[config.mk]
export PLATFORM = sky130hd
export DESIGN_NAME = ram_arbiter
export DESIGN_NICKNAME = d
export VERILOG_FILES = /design/src/rtl/ram_arbiter_pkg.sv /design/src/rtl/ram_arb_pick.sv /design/src/rtl/ram_arbiter.sv
export SDC_FILE = /design/constraint.sdc
export NUM_CORES = 1
export LEC_CHECK = 0
export ABC_AREA = 1
export BUFFER_PORTS_ARGS = -buffer_cell sky130_fd_sc_hd__buf_4
export CAP_MARGIN = 0
export CORE_ASPECT_RATIO = 1.1
export CORE_UTILIZATION = 25
export CTS_CLUSTER_DIAMETER = 30
export DETAILED_ROUTE_END_ITERATION = 7
export HOLD_SLACK_MARGIN = 0.1
export SLEW_MARGIN = 10
export SYNTH_ARGS = -nofsm -noshare
export SYNTH_HDL_FRONTEND = slang
export SYNTH_HIERARCHICAL = 1
export SYNTH_SLANG_ARGS = --single-unit
[constraint.sdc]
create_clock -name clk -period 1.7 [get_ports clk]
set_clock_uncertainty 0.2 [all_clocks]
set_input_delay 0.34 -clock clk [delete_from_list [all_inputs] [get_ports clk]]
set_output_delay 0.34 -clock clk [all_outputs]
set_load 0.05 [all_outputs]
[src/rtl/ram_arbiter_pkg.sv]
// Shared defines header and package for the RAM arbiter: bus widths, FSM state encodings, index helper.
// Round-robin granting is enabled by defining RAM_ARB_RR_EN; fixed priority otherwise.
`ifndef RAM_ARBITER_DEFINES
`define RAM_ARBITER_DEFINES
`define RAM_ADDR_BUS      8
`define RAM_DATA_BUS      8
`define RAM_ARB_ST_IDLE   2'd0
`define RAM_ARB_ST_ACCESS 2'd1
`define RAM_ARB_ST_RESP   2'd2
`endif

package ram_arbiter_pkg;

    localparam int AW = `RAM_ADDR_BUS;
    localparam int DW = `RAM_DATA_BUS;

    typedef enum logic [1:0] {
        ST_IDLE   = `RAM_ARB_ST_IDLE,
        ST_ACCESS = `RAM_ARB_ST_ACCESS,
        ST_RESP   = `RAM_ARB_ST_RESP
    } state_e;

    // Requester index reached by stepping 'off' places from 'base' in a ring of n.
    function automatic int wrap_idx(input int base, input int off, input int n);
        return (base + off) % n;
    endfunction

endpackage

[src/rtl/ram_arb_pick.sv]
// Combinational grant selector: one-hot grant plus index of the chosen requester.
// With RAM_ARB_RR_EN the search starts at ptr; otherwise the lowest valid index wins.
module ram_arb_pick
    import ram_arbiter_pkg::*;
#(
    parameter int N_REQ = 2,
    parameter int IW    = $clog2(N_REQ)
) (
    input  logic [N_REQ-1:0] valid,
    input  logic [IW-1:0]    ptr,
    output logic [N_REQ-1:0] grant_oh,
    output logic [IW-1:0]    grant_idx,
    output logic             grant_any
);

`ifndef RAM_ARB_RR_EN
    logic unused_ptr;
    assign unused_ptr = ^ptr;
`endif

    always_comb begin
        grant_oh  = '0;
        grant_idx = '0;
        grant_any = 1'b0;
        for (int k = 0; k < N_REQ; k++) begin
            int idx;
`ifdef RAM_ARB_RR_EN
            idx = wrap_idx(int'(ptr), k, N_REQ);
`else
            idx = k;
`endif
            if (!grant_any && valid[idx]) begin
                grant_any     = 1'b1;
                grant_idx     = IW'(idx);
                grant_oh[idx] = 1'b1;
            end
        end
    end

endmodule

[src/rtl/ram_arbiter.sv]
// Single-port RAM arbiter: one transaction in flight, IDLE -> ACCESS -> RESP -> IDLE.
// Grant policy is fixed priority unless RAM_ARB_RR_EN selects round-robin.
module ram_arbiter
    import ram_arbiter_pkg::*;
#(
    parameter int N_REQ = 2
) (
    input  logic                           clk,
    input  logic                           rst,
    input  logic [N_REQ-1:0]               req_valid,
    output logic [N_REQ-1:0]               req_ready,
    input  logic [N_REQ-1:0]               req_we,
    input  logic [N_REQ*`RAM_ADDR_BUS-1:0] req_addr,
    input  logic [N_REQ*`RAM_DATA_BUS-1:0] req_wdata,
    output logic [N_REQ-1:0]               resp_valid,
    input  logic [N_REQ-1:0]               resp_ready,
    output logic [`RAM_DATA_BUS-1:0]       resp_rdata,
    output logic [`RAM_ADDR_BUS-1:0]       ram_addr,
    output logic                           ram_wr_en,
    output logic                           ram_rd_en,
    output logic [`RAM_DATA_BUS-1:0]       ram_wdata,
    input  logic [`RAM_DATA_BUS-1:0]       ram_rdata,
    output logic                           busy
);

    localparam int IW = $clog2(N_REQ);

    state_e           state_q, state_d;
    logic [IW-1:0]    gidx_q, gidx_d;
    logic             we_q, we_d;
    logic [AW-1:0]    addr_q, addr_d;
    logic [DW-1:0]    wdata_q, wdata_d;
    logic [DW-1:0]    rdata_q, rdata_d;
    logic [IW-1:0]    ptr;
    logic [N_REQ-1:0] grant_oh;
    logic [IW-1:0]    grant_idx;
    logic             grant_any;

`ifdef RAM_ARB_RR_EN
    logic [IW-1:0] ptr_q, ptr_d;
    assign ptr = ptr_q;
`else
    assign ptr = '0;
`endif

    ram_arb_pick #(
        .N_REQ (N_REQ),
        .IW    (IW)
    ) u_pick (
        .valid     (req_valid),
        .ptr       (ptr),
        .grant_oh  (grant_oh),
        .grant_idx (grant_idx),
        .grant_any (grant_any)
    );

    always_comb begin
        // NOTE: every next-state and output gets a default first, so no branch can infer a latch.
        state_d    = state_q;
        gidx_d     = gidx_q;
        we_d       = we_q;
        addr_d     = addr_q;
        wdata_d    = wdata_q;
        rdata_d    = rdata_q;
`ifdef RAM_ARB_RR_EN
        ptr_d      = ptr_q;
`endif
        req_ready  = '0;
        resp_valid = '0;
        ram_addr   = '0;
        ram_wdata  = '0;
        ram_wr_en  = 1'b0;
        ram_rd_en  = 1'b0;

        unique case (state_q)
            ST_IDLE: begin
                if (grant_any) begin
                    req_ready = grant_oh;
                    gidx_d    = grant_idx;
                    we_d      = req_we[grant_idx];
                    addr_d    = req_addr[grant_idx*AW +: AW];
                    wdata_d   = req_wdata[grant_idx*DW +: DW];
                    state_d   = ST_ACCESS;
`ifdef RAM_ARB_RR_EN
                    ptr_d     = IW'(wrap_idx(int'(grant_idx), 1, N_REQ));
`endif
                end
            end
            ST_ACCESS: begin
                ram_addr  = addr_q;
                ram_wdata = wdata_q;
                ram_wr_en = we_q;
                ram_rd_en = !we_q;
                rdata_d   = we_q ? '0 : ram_rdata;
                state_d   = ST_RESP;
            end
            ST_RESP: begin
                resp_valid[gidx_q] = 1'b1;
                if (resp_ready[gidx_q]) begin
                    state_d = ST_IDLE;
                end
            end
            default: state_d = ST_IDLE;
        endcase

        // Reset aborts in-flight work: a pending write must not reach the RAM this cycle.
        if (rst) begin
            req_ready  = '0;
            resp_valid = '0;
            ram_wr_en  = 1'b0;
            ram_rd_en  = 1'b0;
        end
    end

    always_ff @(posedge clk) begin
        // NOTE: non-blocking assignments so every flop samples pre-edge values.
        if (rst) begin
            state_q <= ST_IDLE;
            gidx_q  <= '0;
            we_q    <= 1'b0;
            addr_q  <= '0;
            wdata_q <= '0;
            rdata_q <= '0;
`ifdef RAM_ARB_RR_EN
            ptr_q   <= '0;
`endif
        end else begin
            state_q <= state_d;
            gidx_q  <= gidx_d;
            we_q    <= we_d;
            addr_q  <= addr_d;
            wdata_q <= wdata_d;
            rdata_q <= rdata_d;
`ifdef RAM_ARB_RR_EN
            ptr_q   <= ptr_d;
`endif
        end
    end

    assign resp_rdata = rdata_q;
    assign busy       = (state_q != ST_IDLE);

endmodule
==> results of run 1 <==
## power groups by stage
stage               combinational [mW]  sequential [mW]  clock, mW
floorplan                        0.439            0.814          0
global route                     0.863            0.768      0.467
detailed placement               0.677            0.775          0
CTS                              0.712            0.760      0.439
finish                           0.786            0.760      0.414
global placement                 0.670            0.773          0
## metal layers
metal / part of all wire / GRT usage
met1: 0.45 / 0.1564
met2: 0.51 / 0.2427
met3: 0.043 / 0.02500
met4: 0.0040 / 0.03147
met5: 0 / 0
## metrics by stage
step | setup WS [ns] | power, mW | area, um2
floorplan | -0.04741 | 1.253 | 1598
global placement | 0.1250 | 1.443 | 2236
detailed placement | 0.09904 | 1.452 | 2236
CTS | -0.1249 | 1.911 | 2401
global route | -0.1973 | 2.098 | 2560
finish | -0.1412 | 1.961 | 2560
## area by class of cell
| type | count | area, um2 |
|---|---|---|
| fillers | 609 | 3282 |
| inverters | 25 | 106.4 |
| flip-flops and latches | 28 | 565.5 |
| repair inverters | 1 | 11.26 |
| clock buffers | 4 | 55.05 |
| multi-input cells | 181 | 927.1 |
| well taps | 77 | 96.34 |
| repair buffers | 91 | 798.3 |
## worst max-delay path, cell delays in order, from the launching register on
cell and delay (ns):
sky130_fd_sc_hd__dfxtp_2 0.37, sky130_fd_sc_hd__inv_2 0.05, sky130_fd_sc_hd__nor2_4 0.12, sky130_fd_sc_hd__buf_12 0.15, sky130_fd_sc_hd__inv_8 0.07, sky130_fd_sc_hd__nor2_4 0.11, sky130_fd_sc_hd__buf_6 0.17
## timing repair
| action | CTS | global route |
|---|---|---|
| hold endpoints to repair | 2 | 0 |
| endpoints found under the setup margin | 20 | 23 |
| pin swaps | 0 | 4 |
| buffers inserted | 1 | 3 |
| hold buffers | 2 | 0 |
| gates resized for setup | 22 | 31 |
| cloned | 0 | 1 |
## state kept, by name, summed over array words and instances (netlist names)
signal / cells
addr_q: 8
resp_rdata: 8
wdata_q: 8
state_q: 2
gidx_q: 1
we_q: 1
## path summary, 6_finish.rpt
| path | endpoint | startpoint | slack [ns] | cells after the start |
|---|---|---|---|---|
| worst max-delay path | ram_addr[6] | state_q[0] | -0.14 | 6 |
| worst min-delay path | resp_rdata[5] | ram_rdata[5] | 0.11 | 3 |
| worst max register to register | addr_q[4] | state_q[1] | 0.32 | 6 |
| worst min register to register | resp_rdata[5] | resp_rdata[5] | 0.27 | 2 |
==> Implementation_results.wiki, run 1 <==
{| class="wikitable"
! Metric !! Value
|-
| Cell count after synthesis || 247
|-
| Final RePlAce weighted congestion || approximately 0.73
|-
| Cell area power density || approximately 770 mW/mm2
|-
| Overall global routing resource usage || 0.1320
|-
| Commonest cells after routing, fill and taps aside || sky130_fd_sc_hd__nand2_1 (97), sky130_fd_sc_hd__buf_4 (64), sky130_fd_sc_hd__nor2_1 (37)
|-
| Horiz. Die Dim || roughly 77 um
|-
| Final std cells w/o fill || about 400
|-
| Effective utilization at floorplan || 0.2628
|-
| Timing-limited maximum frequency || 543.1 MHz
|-
| Share of layout cells above drive strength 1 || 0.4000
|-
| Setup-violating endpoint count in the final report || 20
|-
| Combinational power share || 0.401
|-
| H-tree level count || 1
|-
| Max-slew headroom || 0.7730
|-
| Mapped cell area || 0.001535 mm2
|-
| Unrepaired setup endpoints after global routing || yes
|-
| Number of antenna diodes || 0
|-
| DR pass1 iterations || 4
|-
| Share of the clock period used by the worst path || 1.083
|-
| Outcome || finished, violations left
|-
| Most frequent standard cell in the layout excluding fill and tap cells || sky130_fd_sc_hd__nand2_1
|-
| Leakage power || ~1.3 nW
|-
| Wire length of the first global-routing pass || 7058 um
|-
| Via count || ~1700
|-
| Cell Int Power || 1.237 mW
|-
| Data arrival time of the critical path || about 1.3 ns
|-
| Crit Path Class || flip-flop to primary output
|-
| Number of buffers inserted by port buffering || 78
|-
| Pin count of the biggest net entering global routing || 36
|-
| Setup TNS || -2.210 ns
|-
| Clock tree root buffer cell || sky130_fd_sc_hd__clkbuf_8
|-
| Number of nets still failing antenna checks after routing || 0
|-
| Clk Latency, worst-skew pair || around 0.27 ns
|-
| Synth Net Count || around 300
|-
| Transition time at the pin with the least slew margin || between 0.3 and 0.4 ns
|-
| Nets || 379
|-
| Clk buf depth || 2
|-
| Detailed-route DRC error count || 0
|-
| Area Growth Syn to Fin || 66.75%
|-
| Placement row count || 29
|-
| Final hold violations || 0
|-
| Worst IR Drop VDD || 0.3255 mV
|-
| Drt initial violations || 46
|-
| Total die area || 0.006459 mm2
|-
| Clock period minus worst slack || about 1.8 ns
|-
| Residual overflow from global routing || 0
|-
| Net switching power || just over 0.7 mW
|-
| Switching portion of total power || 0.3690
|-
| Clock tree from TritonCTS || built
|-
| Number of clock buffers inserted by TritonCTS || 3
|-
| Final critical-path setup slack || -0.1412 ns
|-
| Height of the die || 84.19 um
|-
| Clock slew at the register clock pins of the worst setup and hold paths || roughly 0.1 ns
|-
| Worst hold slack across all endpoints || about 0.11 ns
|-
| Post-Syn Area per Cell || 6.215 um2
|-
| # clock sinks || 28
|-
| Max-slew violation count || 0
|-
| Core box area || slightly below 0.006 mm2
|-
| Clock network fraction of total power || 0.211
|-
| Hold/Removal Path Class || input pin to flip-flop
|-
| Sequential Power Share || 0.388
|-
| Num ports || about 80
|-
| Worst-path maximum fanout || 8
|-
| Number of antenna violations at the first check in global routing || 0
|-
| Maxcap violations || 0
|-
| Crit end category || primary output
|-
| Warnings from Yosys || 6
|-
| Estimated wirelength of the detail-placed design || around 2900 um
|-
| CP Data Required Time || around 1.2 ns
|-
| Vias per cell || ~4
|-
| Average wire per cell in the routed design || roughly 10 um
|-
| Final wirelength || 4269 um
|-
| Placed cell count || 397
|-
| Core utilization of the finished layout || 0.4382
|-
| Number of global-route vias before repair || 1567
|-
| Crit path launch type || flip-flop
|-
| Failing checks || negative setup slack
|}
No activity file was read; power rests on OpenSTA's default activity.
==> run 2, diff against run 1 <==
--- a/config.mk
+++ b/config.mk
@@ -9,6 +9,7 @@
 export BUFFER_PORTS_ARGS = -buffer_cell sky130_fd_sc_hd__buf_4
 export CAP_MARGIN = 0
 export CORE_ASPECT_RATIO = 1.1
+export CORE_MARGIN = 2
 export CORE_UTILIZATION = 25
 export CTS_CLUSTER_DIAMETER = 30
 export DETAILED_ROUTE_END_ITERATION = 7
==> constraint.sdc (replaced) <==
create_clock -name clk -period 1.7 [get_ports clk]
set_clock_uncertainty 0.2 [all_clocks]
set_input_delay 0.17 -clock clk [delete_from_list [all_inputs] [get_ports clk]]
set_output_delay 0.17 -clock clk [all_outputs]
set_load 0.05 [all_outputs]
==> run 2 against run 1 <==
Effect of this change:
- non-clock buffer count increased by 43
- utilization increased by 5.8 points
- largest power group unchanged
- first-iteration DRC count increased by 43%
- final area increased by 13%
- die area increased by 5.0%
- sequential cell count unchanged
- clock-buffer cell count unchanged
- largest cell class is now buffers
- register-to-register slack got worse by 0.11 ns
- critical path type unchanged
- cell count increased by 11%
- total power increased by 2.8%
- the run now ends clean
- fmax increased by 9.3%
- worst hold slack got worse by 0.082 ns
==> Implementation_results.wiki, run 2 (same netlist as run 1, synthesis figures left out) <==
{| class="wikitable"
! Metric !! Value
|-
| Outcome || finished, final reports clean
|-
| Pin count of the biggest net entering global routing || 25
|-
| Total die area || 0.006784 mm2
|-
| Height of the die || about 86 um
|-
| Data arrival time of the critical path || 1.31 ns
|-
| Worst-path maximum fanout || 6
|-
| Most frequent standard cell in the layout excluding fill and tap cells || sky130_fd_sc_hd__nand2_1
|-
| Critical R2R Capture || state_q[1]
|-
| Leakage power || between 1 and 1.5 nW
|-
| Slowest Stage Delay on Critical Path || around 0.36 ns
|-
| Wire length of the first global-routing pass || ~7400 um
|-
| Critical path cell sequence || inv_2 -> nor2_4 -> buf_12 -> clkinv_8 -> nor2_2 -> buf_6
|-
| Worst IR Drop VDD || between 0.4 and 0.5 mV
|-
| Area Growth Syn to Fin || 88.67%
|-
| Final wirelength || approximately 4700 um
|-
| Number of clock buffers inserted by TritonCTS || 3
|-
| Average wire per cell in the routed design || a little over 10 um
|-
| Clk buf depth || 2
|-
| Hold path endpoint || wdata_q[0]
|-
| Max-slew headroom || 0.7860
|-
| Launch point of the worst reg-to-reg path || gidx_q
|-
| CP Data Required Time || approximately 1.3 ns
|-
| Detailed-route DRC error count || 0
|-
| Commonest cells after routing, fill and taps aside || sky130_fd_sc_hd__nand2_1 (99), sky130_fd_sc_hd__buf_4 (69), sky130_fd_sc_hd__dlygate4sd3_1 (44)
|-
| Placement row count || 29
|-
| Crit Path Class || flip-flop to primary output
|-
| Placed inst area || approximately 0.0022 mm2
|-
| Horiz. Die Dim || 78.72 um
|-
| Hold/Removal Path Class || input pin to flip-flop
|-
| Crit path launch type || flip-flop
|-
| # clock sinks || 28
|-
| Share of the clock period used by the worst path || 0.9905
|-
| Core box area || 0.005842 mm2
|-
| Timing-limited maximum frequency || 593.9 MHz
|-
| Number of global-route vias before repair || between 1500 and 2000
|-
| Filler cells || between 500 and 600
|-
| Transition time at the pin with the least slew margin || about 0.32 ns
|-
| Clock slew at the register clock pins of the worst setup and hold paths || 0.09 ns
|-
| Effective utilization at floorplan || 0.2628
|-
| Estimated wirelength of the detail-placed design || between 3000 and 4000 um
|-
| Final RePlAce weighted congestion || around 0.7
|-
| Vias per cell || 4.084
|-
| Max-slew violation count || 0
|-
| Maxcap violations || 0
|-
| Total non-filler cell area in the finished layout || around 0.0029 mm2
|-
| Highest-delay cell along the critical path || sky130_fd_sc_hd__dfxtp_2
|-
| Number of antenna violations at the first check in global routing || 0
|-
| Unrepaired setup endpoints after global routing || yes
|-
| Clk Latency, worst-skew pair || around 0.27 ns
|-
| Clock period minus worst slack || approximately 1.7 ns
|-
| Setup slack on the worst flop-to-flop path || 0.21 ns
|-
| Core utilization of the finished layout || 0.4958
|-
| H-tree level count || 1
|-
| Overall global routing resource usage || 0.1366
|-
| Hold path cells || 5
|-
| Hold path start || req_wdata[8]
|-
| Drt initial violations || 66
|-
| Crit end category || primary output
|-
| Via count || roughly 1800
|-
| Share of layout cells above drive strength 1 || 0.3476
|-
| Setup-violating endpoint count in the final report || 0
|-
| Number of antenna diodes || 0
|-
| Num ports || 79
|-
| Clock tree root buffer cell || sky130_fd_sc_hd__clkbuf_8
|-
| Number of buffers inserted by port buffering || 78
|-
| Nets || between 400 and 500
|-
| Number of nets still failing antenna checks after routing || 0
|-
| Clock tree from TritonCTS || built
|-
| Final hold violations || 0
|-
| DR pass1 iterations || 4
|-
| Startpoint of the most critical setup path || state_q[0]
|-
| Residual overflow from global routing || 0
|-
| Cell area power density || 695.6 mW/mm2
|-
| Register-to-Register Path Depth || 5
|}
run 2: changes by cell type in the layout (fill, tap and decap cells not counted), sizes merged:
cell         before  now
dlygate4sd3       2   44
clkinv            1    2
buf              89   90
run 2: critical path, delay by kind of cell (launching register included):
family / cells / cell delay (ns)
flops: 1 / 0.36
buf+inv: 4 / 0.44
simple gates: 2 / 0.23
run 2: worst max path at each step:
| stage | slack [ns] | endpoint | cells after the start |
|---|---|---|---|
| floorplan | -0.14 | ram_addr[0] | 5 |
| global route | -0.06 | ram_wdata[1] | 6 |
| detailed placement | 0.17 | ram_wdata[3] | 5 |
| global placement | 0.16 | ram_wdata[3] | 5 |
| CTS | -0.002 | ram_wdata[4] | 5 |
| finish | 0.02 | ram_wdata[1] | 6 |
run 2: cell type report:
class	count	area, um2	area share
timing repair buffer	134	1204	0.4155
multi-input combinational	181	854.6	0.2950
sequential	28	563.0	0.1944
inverter	25	106.4	0.03672
tap	77	96.34	0.03326
clock buffer	4	55.05	0.01901
timing repair inverter	2	17.52	0.006048
run 2: stage by stage:
stage	TNS [ns]	cells	hold WS (ns)	setup slack (ns)	power, mW
floorplan	-1.687	247	0.04238	-0.1408	1.236
global placement	0	397	0.2124	0.1586	1.432
detailed placement	0	397	0.2136	0.1686	1.437
CTS	-0.004683	447	0.1380	-0.001976	1.979
global route	-0.4295	451	0.1118	-0.05672	2.167
finish	0	451	0.02738	0.01623	2.015
run 2: repair_timing:
action	CTS	global route
cloned	0	2
pin swaps	1	3
hold buffers	45	1
buffers inserted	1	3
gates resized for setup	9	34
setup endpoints to repair	19	31
endpoints found under the hold margin	27	1
run 2: power by group:
group | switching (mW) | leakage (nW) | internal, mW | total, mW
sequential | 0.0295 | 0.232 | 0.729 | 0.758
combinational | 0.478 | 1.21 | 0.361 | 0.838
clock | 0.210 | 0.0288 | 0.208 | 0.418
total | 0.717 | 1.47 | 1.30 | 2.01
run 2: layer usage:
| metal | wire length, um | up-vias | GRT usage |
|---|---|---|---|
| met5 | 0 | - | 0 |
| met1 | 1973 | 796 | 0.1612 |
| met2 | 2385 | 50 | 0.2463 |
| met3 | 222 | 8 | 0.03021 |
| li1 | - | 988 | - |
| met4 | 79 | 0 | 0.04147 |
==> run 3, diff against run 2 <==
--- a/config.mk
+++ b/config.mk
@@ -9,8 +9,8 @@
 export BUFFER_PORTS_ARGS = -buffer_cell sky130_fd_sc_hd__buf_4
 export CAP_MARGIN = 0
 export CORE_ASPECT_RATIO = 1.1
-export CORE_MARGIN = 2
-export CORE_UTILIZATION = 25
+export CORE_MARGIN = 3
+export CORE_UTILIZATION = 24
 export CTS_CLUSTER_DIAMETER = 30
 export DETAILED_ROUTE_END_ITERATION = 7
 export HOLD_SLACK_MARGIN = 0.1
==> run 3 against run 2 <==
Effect of this change:
- wire length rose by 3.9%
- fmax up 0.35%
- non-clock buffer count is 2 lower
- final area down 3.1%
- die area grew 9.0%
- utilization decreased by 2.7 points
- cell count down 0.89%
- global-route usage down 0.10 points
- register-to-register slack got worse by 0.19 ns
- total power is 3.4% higher
- sequential share of layout area rose by 0.57 points
- critical endpoint is now resp_rdata[5]
==> Implementation_results.wiki, run 3 (same netlist as run 1, synthesis figures left out) <==
{| class="wikitable"
! Metric !! Value
|-
| Max-slew violation count || 0
|-
| Number of antenna violations at the first check in global routing || 0
|-
| Overall global routing resource usage || 0.1355
|-
| Clock tree from TritonCTS || built
|-
| Vias per cell || ~4.2
|-
| Placed cell count || ~400
|-
| Crit path launch type || flip-flop
|-
| Pwr Total || about 2.1 mW
|-
| Filler cells || between 600 and 700
|-
| Number of global-route vias before repair || approximately 1800
|-
| Hold path start || req_wdata[10]
|-
| Transition time at the pin with the least slew margin || 0.3197 ns
|-
| DR pass1 iterations || 4
|-
| # clock sinks || 28
|-
| Number of clock buffers inserted by TritonCTS || 3
|-
| Clock tree root buffer cell || sky130_fd_sc_hd__clkbuf_8
|-
| Worst-path maximum fanout || 24
|-
| Drt initial violations || 35
|-
| Share of layout cells above drive strength 1 || 0.3081
|-
| Total length of routed met3 wires || between 300 and 400 um
|-
| Estimated wirelength of the detail-placed design || between 3000 and 4000 um
|-
| H-tree level count || 1
|-
| Detailed-routed wire length on met2 || roughly 2500 um
|-
| Top Metal Used || met4
|-
| Share of the clock period used by the worst path || 0.9870
|-
| Final hold violations || 0
|-
| Crit end category || flip-flop
|-
| Hold path cells || 5
|-
| Area Growth Syn to Fin || 82.88%
|-
| Most frequent standard cell in the layout excluding fill and tap cells || sky130_fd_sc_hd__nand2_1
|-
| Launch point of the worst reg-to-reg path || state_q[1]
|-
| Hold/Removal Path Class || input pin to flip-flop
|-
| Final std cells w/o fill || between 400 and 500
|-
| Detailed-route DRC error count || 0
|-
| Nets || around 420
|-
| Max-slew headroom || 0.7869
|-
| Worst IR Drop VDD || around 0.50 mV
|-
| Clock period minus worst slack || roughly 1.7 ns
|-
| Setup-violating endpoint count in the final report || 0
|-
| Data arrival time of the critical path || about 1.7 ns
|-
| Crit Path Class || flip-flop to flip-flop
|-
| Setup slack on the worst flop-to-flop path || ~0.022 ns
|-
| Core box area || 0.005987 mm2
|-
| Total die area || about 0.0074 mm2
|-
| Wire length of the first global-routing pass || roughly 8000 um
|-
| Final wirelength || a little under 5000 um
|-
| Placement row count || 29
|-
| Clk buf depth || 2
|-
| Clk Latency, worst-skew pair || 0.28 ns
|-
| Height of the die || roughly 90 um
|-
| Number of nets still failing antenna checks after routing || 0
|-
| Highest-delay cell along the critical path || sky130_fd_sc_hd__dlygate4sd3_1
|-
| Critical path cell sequence || nor2_4 -> inv_6 -> nand3_2 -> nand2_1 -> dlygate4sd3_1
|-
| CP Data Required Time || 1.73 ns
|-
| Routed length on met1 || between 2000 and 2500 um
|-
| Number of antenna diodes || 0
|-
| Maxcap violations || 0
|-
| Cell area power density || ~740 mW/mm2
|-
| Average wire per cell in the routed design || roughly 11 um
|-
| Effective utilization at floorplan || 0.2564
|-
| Area used by sequential logic in the layout || 561.8 um2
|-
| Via count || ~1900
|-
| Final RePlAce weighted congestion || around 0.66
|-
| Register-to-Register Path Depth || 5
|-
| Hold path endpoint || wdata_q[2]
|-
| Pin count of the biggest net entering global routing || 28
|-
| Clock slew at the register clock pins of the worst setup and hold paths || about 0.11 ns
|-
| Slowest Stage Delay on Critical Path || about 0.53 ns
|-
| Horiz. Die Dim || ~82 um
|-
| Leakage power || 1.462 nW
|-
| Timing-limited maximum frequency || slightly below 600 MHz
|-
| Number of buffers inserted by port buffering || 78
|-
| Unrepaired setup endpoints after global routing || yes
|-
| Num ports || roughly 80
|-
| Area taken by multi-input logic gates || 812.0 um2
|-
| Commonest cells after routing, fill and taps aside || sky130_fd_sc_hd__nand2_1 (99), sky130_fd_sc_hd__buf_4 (71), sky130_fd_sc_hd__nor2_1 (47)
|-
| Residual overflow from global routing || 0
|-
| Critical R2R Capture || resp_rdata[5]
|-
| Outcome || finished, final reports clean
|}
run 3: cell types whose count changed in the layout (fill, tap and decap cells not counted), moves of 2 or more:
cell                     previous run  this run
sky130_fd_sc_hd__nor2_4             6         2
sky130_fd_sc_hd__nor2_1            38        47
sky130_fd_sc_hd__buf_4             69        71
sky130_fd_sc_hd__nor2_2            15        10
sky130_fd_sc_hd__buf_6             20        15
run 3: stage by stage:
stage	hold WS [ns]	worst slack, ns	TNS (ns)	util	area, um2
after global routing	0.1081	-0.05763	-0.5738	0.4690	2808
final	0.02344	0.02215	0	0.4690	2808
after global placement	0.2111	0.3050	0	0.3664	2193
after CTS	0.1481	0.01111	0	0.4604	2756
after floorplan	0.04238	-0.1408	-1.687	-	1563
after detailed placement	0.2163	0.2773	0	0.3664	2193
run 3: cell type report:
| cell class | count | share of cell area |
|---|---|---|
| clock buffers | 3 | 0.01471 |
| clock inverters | 1 | 0.01070 |
| inverters | 25 | 0.03610 |
| multi-input cells | 181 | 0.2892 |
| flip-flops and latches | 28 | 0.2001 |
| well taps | 77 | 0.03431 |
| repair buffers | 132 | 0.4149 |
run 3: where the power goes:
group	internal [mW]	switching, mW
Sequential	0.728	0.0296
Combinational	0.335	0.451
Clock	0.315	0.225
run 3: worst max-delay path by stage:
stage / end / cells past startpoint / start / slack (ns)
global route: ram_wdata[3] / 5 / state_q[0] / -0.06
detailed placement: ram_addr[1] / 5 / state_q[0] / 0.28
floorplan: ram_addr[0] / 5 / state_q[0] / -0.14
finish: resp_rdata[5] / 5 / state_q[1] / 0.02
CTS: req_ready[1] / 4 / state_q[1] / 0.01
global placement: ram_addr[5] / 5 / state_q[0] / 0.31
run 3: per-layer routing:
metal | track usage | vias to the layer above
met5 | 0 | -
met2 | 0.2507 | 54
met3 | 0.02500 | 2
met1 | 0.1557 | 841
met4 | 0.02909 | 0
li1 | - | 983
run 3: repair_timing:
action	4_1_cts	5_1_grt
buffers inserted	0	1
hold endpoints to repair	27	6
setup endpoints to repair	17	31
resized for setup	4	19
pin swaps	0	9
cloned	0	0
hold buffers	48	6
run 3: worst max-delay path: cells and delay by family, from the launching register on:
family | cells | cell delay (ns)
buf+inv | 2 | 0.74
flops | 1 | 0.45
simple gates | 3 | 0.23
